`config.mk`:
```
export PLATFORM = sky130hd
export DESIGN_NAME = forward_hazard_unit
export DESIGN_NICKNAME = d
export VERILOG_FILES = /design/src/rtl/fwd_pkg.sv /design/src/rtl/fwd_match.sv /design/src/rtl/forward_hazard_unit.sv
export SDC_FILE = /design/constraint.sdc
export NUM_CORES = 1
export LEC_CHECK = 0
export ABC_AREA = 1
export ABC_CLOCK_PERIOD_IN_PS = 1700
export CAP_MARGIN = 30
export CORE_MARGIN = 2
export CORE_UTILIZATION = 48
export CTS_CLUSTER_SIZE = 40
export DETAILED_ROUTE_END_ITERATION = 7
export GPL_TIMING_DRIVEN = 0
export PLACE_DENSITY = 0.8
export SYNTH_ARGS = -nofsm -noshare
export SYNTH_HDL_FRONTEND = slang
export SYNTH_SLANG_ARGS = --single-unit
export TNS_END_PERCENT = 30
```
`constraint.sdc`:
```
create_clock -name clk -period 1.7 [get_ports clk]
set_clock_uncertainty 0.05 [all_clocks]
set_input_delay 0.34 -clock clk [delete_from_list [all_inputs] [get_ports clk]]
set_output_delay 0.34 -clock clk [all_outputs]
set_load 0.05 [all_outputs]
```
`src/rtl/fwd_pkg.sv`:
```
`default_nettype none
// ============================================================================
//  Module  : fwd_pkg
//  Brief   : Shared types and constants for the forwarding / hazard unit.
//            The tracker entry carries a fixed-width address field wide
//            enough for any supported ADDR_W; narrower addresses are
//            zero-extended on entry so comparisons stay exact.
//  Rev     : 1.0  initial release
// ============================================================================
package fwd_pkg;

    // Width of one per-port forwarding select (stages 1..7 plus register file).
    localparam int FWD_SEL_W = 3;

    // Select value meaning "read from the register file".
    localparam logic [FWD_SEL_W-1:0] FWD_SEL_RF = '0;

    // Storage width of the address field; ADDR_W must not exceed this.
    localparam int FWD_ADDR_MAX_W = 16;

    // One in-flight instruction as seen by the hazard logic.
    typedef struct packed {
        logic                      valid;
        logic                      reg_write;
        logic                      mem_read;
        logic [FWD_ADDR_MAX_W-1:0] addr;
    } fwd_entry_t;

    // An entry can supply a forwarded value only if it really writes a
    // register other than r0.
    function automatic logic entry_writes(input fwd_entry_t e);
        return e.valid & e.reg_write & (e.addr != '0);
    endfunction

endpackage : fwd_pkg
`default_nettype wire

```
`src/rtl/fwd_match.sv`:
```
`default_nettype none
// ============================================================================
//  Module  : fwd_match
//  Brief   : Single read-port priority match over the stage tracker.
//            Produces the youngest matching stage (or register file) and a
//            not-ready flag when that youngest producer is a load whose
//            data is not yet available.
//  Rev     : 1.0  initial release
// ============================================================================
module fwd_match
    import fwd_pkg::*;
#(
    parameter int DEPTH    = 3,
    parameter int LOAD_LAT = 2,
    parameter int ADDR_W   = 5
) (
    input  fwd_entry_t [DEPTH-1:0]     entries_i,
    input  logic [ADDR_W-1:0]          rd_addr_i,
    output logic [FWD_SEL_W-1:0]       sel_o,
    output logic                       not_ready_o
);

    logic [FWD_ADDR_MAX_W-1:0] rd_ext;

    assign rd_ext = FWD_ADDR_MAX_W'(rd_addr_i);

    // Scan oldest to youngest so the youngest match overwrites older ones;
    // readiness is judged on that youngest match only.
    always_comb begin
        sel_o       = FWD_SEL_RF;
        not_ready_o = 1'b0;
        for (int k = DEPTH; k >= 1; k--) begin
            if (entry_writes(entries_i[k-1]) && (entries_i[k-1].addr == rd_ext)) begin
                sel_o       = FWD_SEL_W'(k);
                not_ready_o = entries_i[k-1].mem_read && (k < LOAD_LAT);
            end
        end
    end

endmodule : fwd_match
`default_nettype wire

```
`src/rtl/forward_hazard_unit.sv`:
```
`default_nettype none
// ============================================================================
//  Module  : forward_hazard_unit
//  Brief   : Operand forwarding select and load-use stall generation for an
//            in-order pipeline. A DEPTH-entry tracker mirrors the downstream
//            stages (entry 1 = EX); each read port gets a youngest-wins
//            forwarding select, and ID is stalled while a load producer is
//            still too young to forward.
//  Options : FWD_STALL_CNT_EN - adds a saturating 32-bit stall cycle counter
//            output (stall_cnt).
//  Rev     : 1.0  initial release
// ============================================================================
module forward_hazard_unit
    import fwd_pkg::*;
#(
    parameter int NUM_RD   = 2,
    parameter int ADDR_W   = 5,
    parameter int DEPTH    = 3,
    parameter int LOAD_LAT = 2
) (
    input  logic                          clk,
    input  logic                          reset,
    input  logic                          id_valid,
    input  logic                          id_RegWrite,
    input  logic                          id_MemRead,
    input  logic [ADDR_W-1:0]             id_write_addr,
    input  logic [NUM_RD*ADDR_W-1:0]      rd_addr,
    input  logic                          flush,
    output logic [NUM_RD*FWD_SEL_W-1:0]   fwd_sel,
    output logic                          stall,
    output logic                          bubble
`ifdef FWD_STALL_CNT_EN
    ,
    output logic [31:0]                   stall_cnt
`endif
);

    // ------------------------------------------------------------------
    // Tracker: index 0 holds stage 1 (youngest), index DEPTH-1 the oldest.
    // ------------------------------------------------------------------
    fwd_entry_t [DEPTH-1:0] tracker_q;
    fwd_entry_t [DEPTH-1:0] tracker_d;

    logic [NUM_RD-1:0][FWD_SEL_W-1:0] port_sel;
    logic [NUM_RD-1:0]                port_not_ready;
    logic                             any_not_ready;
    logic                             issue;

    // Per-port youngest-wins match.
    generate
        for (genvar p = 0; p < NUM_RD; p++) begin : g_port
            fwd_match #(
                .DEPTH    (DEPTH),
                .LOAD_LAT (LOAD_LAT),
                .ADDR_W   (ADDR_W)
            ) u_match (
                .entries_i   (tracker_q),
                .rd_addr_i   (rd_addr[p*ADDR_W +: ADDR_W]),
                .sel_o       (port_sel[p]),
                .not_ready_o (port_not_ready[p])
            );
        end
    endgenerate

    assign any_not_ready = |port_not_ready;

    // Hazard decision: flush beats stall, and reset (active low) masks
    // everything so nothing issues while it is held.
    always_comb begin
        stall  = reset & id_valid & ~flush & any_not_ready;
        issue  = reset & id_valid & ~flush & ~any_not_ready;
        bubble = ~issue;
    end

    // Forwarding selects are forced to the register file during reset so
    // uninitialised tracker contents never leak out.
    always_comb begin
        fwd_sel = '0;
        for (int p = 0; p < NUM_RD; p++) begin
            fwd_sel[p*FWD_SEL_W +: FWD_SEL_W] = reset ? port_sel[p] : FWD_SEL_RF;
        end
    end

    // Next tracker: the ID instruction (or a bubble) enters stage 1 and
    // every older entry moves one stage down; the last one retires.
    always_comb begin
        tracker_d    = '0;
        if (issue) begin
            tracker_d[0].valid     = 1'b1;
            tracker_d[0].reg_write = id_RegWrite;
            tracker_d[0].mem_read  = id_MemRead;
            tracker_d[0].addr      = FWD_ADDR_MAX_W'(id_write_addr);
        end
        for (int i = 1; i < DEPTH; i++) begin
            tracker_d[i] = tracker_q[i-1];
        end
    end

    // Tracker register: downstream stages never stall, so it shifts every cycle.
    always_ff @(posedge clk) begin
        if (!reset) begin
            tracker_q <= '0;
        end else begin
            tracker_q <= tracker_d;
        end
    end

`ifdef FWD_STALL_CNT_EN
    logic [31:0] stall_cnt_q;

    // Saturating count of cycles spent stalled.
    always_ff @(posedge clk) begin
        if (!reset) begin
            stall_cnt_q <= '0;
        end else if (stall && (stall_cnt_q != '1)) begin
            stall_cnt_q <= stall_cnt_q + 32'd1;
        end
    end

    assign stall_cnt = stall_cnt_q;
`endif

endmodule : forward_hazard_unit
`default_nettype wire

```
==> results of run 1 <==
[stage by stage]
stage	hold WS, ns	utilization	cells	TNS [ns]	worst slack [ns]
finish	0.288	0.719	237	-1.45	-0.288
floorplan	0.357	-	175	-0.0953	-0.0335
detailed placement	0.366	0.628	230	-8.37	-1.18
CTS	0.282	0.683	235	-1.31	-0.249
global placement	0.363	0.628	230	-7.36	-1.11
global route	0.281	0.719	237	-2.02	-0.397
[routing by layer]
metal,part of all wire,up-vias,global-route usage
li1,-,567,-
met4,0.025,0,0.0792
met5,0,-,0
met2,0.53,39,0.394
met3,0.041,8,0.0278
met1,0.40,492,0.205
[cell usage after synthesis]
cell	instances
a21oi_1	5
buf_1	1
buf_2	1
buf_4	2
conb_1	1
dfxtp_1	22
inv_1	37
nand2_1	43
nand3_1	7
nand3_2	1
nand3_4	1
nand3b_1	1
nand4_2	1
nor2_1	20
nor2_2	2
nor3_1	2
o21bai_1	1
xnor2_1	15
xor2_1	11
[layout make-up]
type / count / share of cell area
Buffer: 4 / 0.0136
Clock buffer: 4 / 0.0207
Tap cell: 30 / 0.0215
Inverter: 37 / 0.0794
Sequential cell: 22 / 0.270
Timing Repair Buffer: 28 / 0.155
Multi-Input combinational cell: 112 / 0.441
[power by group through the flow]
| stage | clock network, mW | registers, mW | logic, mW |
|---|---|---|---|
| after floorplan | 0 | 0.545 | 0.0915 |
| after global placement | 0 | 0.546 | 0.158 |
| after detailed placement | 0 | 0.547 | 0.164 |
| after CTS | 0.283 | 0.533 | 0.172 |
| after global routing | 0.309 | 0.531 | 0.202 |
| final | 0.278 | 0.529 | 0.186 |
[state kept, by name, indices dropped and copies added (netlist names)]
register and cells:
tracker_d 15, tracker_q 7
[worst max-delay path: stages (launching register included)]
cell,delay (ns)
dfxtp_2,0.35
nor2_1,0.14
nand2_1,0.10
o21bai_1,0.14
inv_1,0.09
nand3_2,0.11
nand2_2,0.06
a21oi_2,0.16
buf_6,0.17
[worst paths after layout]
kind                        end  slack [ns]          start  cells past startpoint
setup / recovery     fwd_sel[0]       -0.29  tracker_d[41]                      8
hold / removal    tracker_q[40]        0.29          reset                      3
setup reg to reg  tracker_d[37]        0.34  tracker_d[23]                      6
hold reg to reg   tracker_q[56]        0.38  tracker_d[56]                      2
[logic make-up after synthesis]
| kind of cell | count (synthesis) | share of synthesized area |
|---|---|---|
| xor gates and xnor gates | 26 | 0.188 |
| AOI/OAI and AO/OA | 6 | 0.0269 |
| and+or+nand+nor | 78 | 0.283 |
| DFF | 22 | 0.364 |
| other | 1 | 0.00310 |
| buffers and inverters | 41 | 0.135 |
[what timing repair did]
action / in CTS / in global routing
hold buffers: 0 / 0
hold endpoints to repair: 0 / 0
cloned: 0 / 0
endpoints found under the setup margin: 6 / 6
buffers inserted: 1 / 2
gates resized for setup: 82 / 25
pin swaps: 10 / 15
==> flow_metrics.py, run 1 <==
metrics = {
    "yosys": {
        "synthCells": 174,
        "ys_warn_count": 0,
        "ys_types": 19,
        "syn_area_per_cell_um2": 6.95,
        "synth_largest_area_cell": "dfxtp_1",
        "ys_seq_area_frac": 0.364,
        "syn_area_um2": 1210,
        "ys_ff_latch": 22,
        "yosys-top-cells-area": "dfxtp_1 36%, nand2_1 13%, inv_1 11%",
        "yosys.area.top_type_share": 0.364,
    },
    "global_route": {
        "antenna_found_initial": 0,
        "grt_pass1_wl_mm": 4.19,
        "grt_pass1_vias": 1044,
        "grt_max_degree": 13,
        "overflow": 0,
        "grtUsageTotal": 0.199,
    },
    "routing": {
        "post_drt_wl_per_cell_um": 11.4,
        "vias": 1106,
        "drtAntennaViolNets": 0,
        "viasPerCell": 4.67,
        "drc": 0,
        "dr.pass1.iters": 6,
        "routed_wl_mm": 2.70,
        "dr.first_iter.drc_count": 14,
    },
    "floorplanning": {
        "fp-row-count": 18,
        "chipHeight_um": 54.2,
        "io_pins": 29,
        "fp.dieArea_um2": 2940,
        "dieWidth_um": 54.2,
        "core_um2": 2430,
        "initial_core_util": 0.497,
    },
    "worst_setup_path": {
        "crit_arrival_ns": 1.60,
        "required_ns": 1.31,
        "setup.worst_path.end_class": "output pin",
        "critPathKind": "reg2out",
        "startpoint_type": "flip-flop",
        "cp_max_fo": 2,
    },
    "power_and_ir_drop": {
        "intPower_mw": 0.735,
        "p_leak_nw": 0.914,
        "p_total_mw": 0.993,
        "ir_drop_mv": 0.401,
        "powerDensity_nw_per_um2": 568,
        "p_comb_frac": 0.187,
        "p_sw_mw": 0.259,
        "swShare": 0.260,
        "pwr-share-seq": 0.533,
        "clockPowerShare": 0.280,
    },
    "cells_and_area": {
        "most-common-layout-cells": "36 x nand2_1, 34 x inv_1, 16 x nor2_1",
        "fin_area_um2": 1750,
        "drive_above_1_share": 0.324,
        "diodes": 0,
        "final_common_cell": "nand2_1",
        "area_delta_synth_final_pct": 44.7,
        "seq_area_um2": 472,
        "multiInputGateArea_um2": 771,
        "nFillCells": 189,
        "num-nets-final": 229,
    },
    "cts": {
        "clkTransAtPathRegs_ns": 0.12,
        "cts_root_buffer": "clkbuf_4",
        "numClockSinks": 22,
        "cts_tree": "done",
        "cts_max_path_buffers": 2,
        "numCtsBuffers": 3,
        "h-tree-depth": 1,
        "clkLatencyLatePin_ns": 0.30,
    },
    "hold_path": {
        "min_path_type": "in2reg",
    },
    "placement": {
        "placed_area_um2": 1530,
        "portBuffers": 25,
        "routabilityCongestion": 0.793,
        "hpwl_mm": 1.97,
    },
    "flow_run": {
        "drv_cap": 0,
    },
    "status": {
        "violations": "negative setup slack",
        "outcome": "finished with violations",
    },
    "sta": {
        "setup_slack_ns": -0.288,
        "hold_violations": 0,
        "report.final.slew_viol_count": 0,
        "rsz0062_at_grt": "true",
        "fin_crit_ns": 1.99,
        "post-route-period-util": 1.17,
        "setup_viol": 6,
        "max_freq_mhz": 503,
    },
}
No activity file was read; power rests on OpenSTA's default activity.
==> inputs of run 2 (changes only) <==
--- a/config.mk
+++ b/config.mk
@@ -7,12 +7,13 @@
 export LEC_CHECK = 0
 export ABC_AREA = 1
 export ABC_CLOCK_PERIOD_IN_PS = 1700
-export CAP_MARGIN = 30
+export CAP_MARGIN = 25
 export CORE_MARGIN = 2
 export CORE_UTILIZATION = 48
 export CTS_CLUSTER_SIZE = 40
 export DETAILED_ROUTE_END_ITERATION = 7
 export GPL_TIMING_DRIVEN = 0
+export HOLD_SLACK_MARGIN = 0.06
 export PLACE_DENSITY = 0.8
 export SYNTH_ARGS = -nofsm -noshare
 export SYNTH_HDL_FRONTEND = slang
==> results of run 2 <==
No change in the layout: final DEF, timing and power equal those of run 1.
==> inputs of run 3 (changes only) <==
--- a/config.mk
+++ b/config.mk
@@ -6,15 +6,15 @@
 export NUM_CORES = 1
 export LEC_CHECK = 0
 export ABC_AREA = 1
-export ABC_CLOCK_PERIOD_IN_PS = 1700
+export ABC_CLOCK_PERIOD_IN_PS = 2300
 export CAP_MARGIN = 25
 export CORE_MARGIN = 2
-export CORE_UTILIZATION = 48
+export CORE_UTILIZATION = 50
 export CTS_CLUSTER_SIZE = 40
 export DETAILED_ROUTE_END_ITERATION = 7
 export GPL_TIMING_DRIVEN = 0
 export HOLD_SLACK_MARGIN = 0.06
-export PLACE_DENSITY = 0.8
+export PLACE_DENSITY = 0.82
 export SYNTH_ARGS = -nofsm -noshare
 export SYNTH_HDL_FRONTEND = slang
 export SYNTH_SLANG_ARGS = --single-unit
==> constraint.sdc (replaced) <==
create_clock -name clk -period 2.3 [get_ports clk]
set_clock_uncertainty 0.05 [all_clocks]
set_input_delay 0.46 -clock clk [delete_from_list [all_inputs] [get_ports clk]]
set_output_delay 0.46 -clock clk [all_outputs]
set_load 0.05 [all_outputs]
==> flow_metrics.py, run 3 (synthesized netlist as in run 1, its figures left out) <==
metrics = {
    "routing": {
        "viasPerCell": 4.48,
        "drc": 0,
        "dr.first_iter.drc_count": 14,
        "vias": 1040,
        "post_drt_wl_per_cell_um": 10.3,
        "dr.pass1.iters": 4,
        "routed_wl_mm": 2.38,
        "drtAntennaViolNets": 0,
    },
    "placement": {
        "routabilityCongestion": 0.821,
        "hpwl_mm": 1.97,
        "placed_cells": 228,
        "portBuffers": 25,
    },
    "cells_and_area": {
        "num-nets-final": 226,
        "most-common-layout-cells": "43 x nand2_1, 37 x inv_1, 20 x nor2_1",
        "nFillCells": 191,
        "drive_above_1_share": 0.127,
        "largest_reg_flops": 15,
        "diodes": 0,
        "area_delta_synth_final_pct": 28.2,
        "fin_cells": 232,
        "final_common_cell": "nand2_1",
    },
    "sta": {
        "setup_viol": 0,
        "max_freq_mhz": 459,
        "fin_crit_ns": 2.18,
        "post-route-period-util": 0.948,
        "report.final.slew_viol_count": 0,
        "hold_violations": 0,
    },
    "power_and_ir_drop": {
        "p_total_mw": 0.804,
        "ir_drop_mv": 0.379,
        "p_leak_nw": 0.852,
        "powerDensity_nw_per_um2": 519,
    },
    "worst_setup_path": {
        "cp_max_fo": 4,
        "setup.worst_path.end_class": "output pin",
        "critPathKind": "in2out",
        "startpoint_type": "primary input",
        "required_ns": 1.79,
        "crit_arrival_ns": 1.67,
    },
    "global_route": {
        "grtUsageTotal": 0.196,
        "grt_pass1_vias": 1028,
        "grt.busiest_layer": "met2",
        "met1_usage": 0.196,
        "grt_max_degree": 14,
        "grt_use_met2": 0.385,
        "grt_pass1_wl_mm": 3.96,
        "antenna_found_initial": 0,
        "grtUsageMet3": 0.0367,
        "overflow": 0,
    },
    "floorplanning": {
        "fp-row-count": 17,
        "dieWidth_um": 53.2,
        "chipHeight_um": 53.2,
        "io_pins": 29,
        "initial_core_util": 0.536,
        "fp.dieArea_um2": 2830,
        "core_um2": 2250,
    },
    "cts": {
        "h-tree-depth": 1,
        "cts_max_path_buffers": 2,
        "clkLatencyLatePin_ns": 0.31,
        "clkTransAtPathRegs_ns": 0.12,
        "postCtsHoldBufs": 0,
        "cts_setup_buffers": 0,
        "numCtsBuffers": 3,
        "cts_root_buffer": "clkbuf_4",
        "cts_tree": "done",
        "numClockSinks": 22,
    },
    "flow_run": {
        "drv_cap": 0,
    },
    "hold_path": {
        "min_path_type": "in2reg",
    },
    "status": {
        "outcome": "complete, no violations",
    },
}
-- run 3: changes by cell type in the layout (fill, tap and decap cells not counted), moves of 6 or more --
cell	change
dfxtp_1	+9
dfxtp_4	-6
nand2_1	+7
nand2_2	-7
-- run 3: layout make-up --
type / count / area (um^2) / share of cell area
tap: 28 / 35.0 / 0.0226
buffer: 4 / 23.8 / 0.0153
timing repair buffer: 25 / 223 / 0.144
inverter: 37 / 139 / 0.0897
clock inverter: 1 / 30.0 / 0.0194
sequential: 22 / 445 / 0.288
multi-input combinational: 112 / 631 / 0.407
clock buffer: 3 / 22.5 / 0.0145
-- run 3: path summary, 6_finish.rpt --
path | from | cells after the start | slack, ns | end
worst max-delay path | rd_addr[3] | 9 | 0.12 | fwd_sel[0]
worst min-delay path | reset | 3 | 0.38 | tracker_q[38]
worst max register to register | tracker_d[20] | 7 | 1.00 | tracker_d[22]
worst min register to register | tracker_d[55] | 2 | 0.38 | tracker_q[55]
-- run 3: worst max-delay path, cell delays in order --
cell           delay (ns)
dlygate4sd2_1        0.30
inv_1                0.08
nand2_1              0.06
nand2_1              0.06
nand3_1              0.09
nor2_2               0.13
nand2_1              0.10
a21oi_1              0.17
buf_4                0.22
-- run 3: repair_timing --
| action | in CTS | in global routing |
|---|---|---|
| setup endpoints to repair | 6 | 2 |
| pin swaps | 1 | 0 |
| gates resized for setup | 47 | 7 |
-- run 3: through the flow --
| stage | setup WS [ns] | setup TNS [ns] | utilization | area, um^2 | hold slack, ns |
|---|---|---|---|---|---|
| final | 0.119 | 0 | 0.687 | 1550 | 0.380 |
| after global routing | -0.00397 | -0.00397 | 0.687 | 1550 | 0.395 |
| after CTS | 0.0875 | 0 | 0.678 | 1530 | 0.380 |
| after detailed placement | -0.815 | -4.45 | 0.664 | 1500 | 0.368 |
| after global placement | -0.744 | -4.25 | 0.664 | 1500 | 0.364 |
| after floorplan | 0.101 | 0 | - | 1210 | 0.357 |
-- run 3: power breakdown --
part           internal, mW  total [mW]  switching (mW)
registers             0.389       0.396         0.00749
clock network         0.176       0.293           0.117
logic                0.0547       0.115          0.0600
total                 0.620       0.804           0.184
-- run 3: routing by layer --
layer | up-vias | part of all wire | wire length, um
met5 | - | 0 | 0
met4 | 0 | 0.011 | 25
met3 | 4 | 0.045 | 106
met2 | 25 | 0.51 | 1210
met1 | 449 | 0.44 | 1040
li1 | 562 | - | -
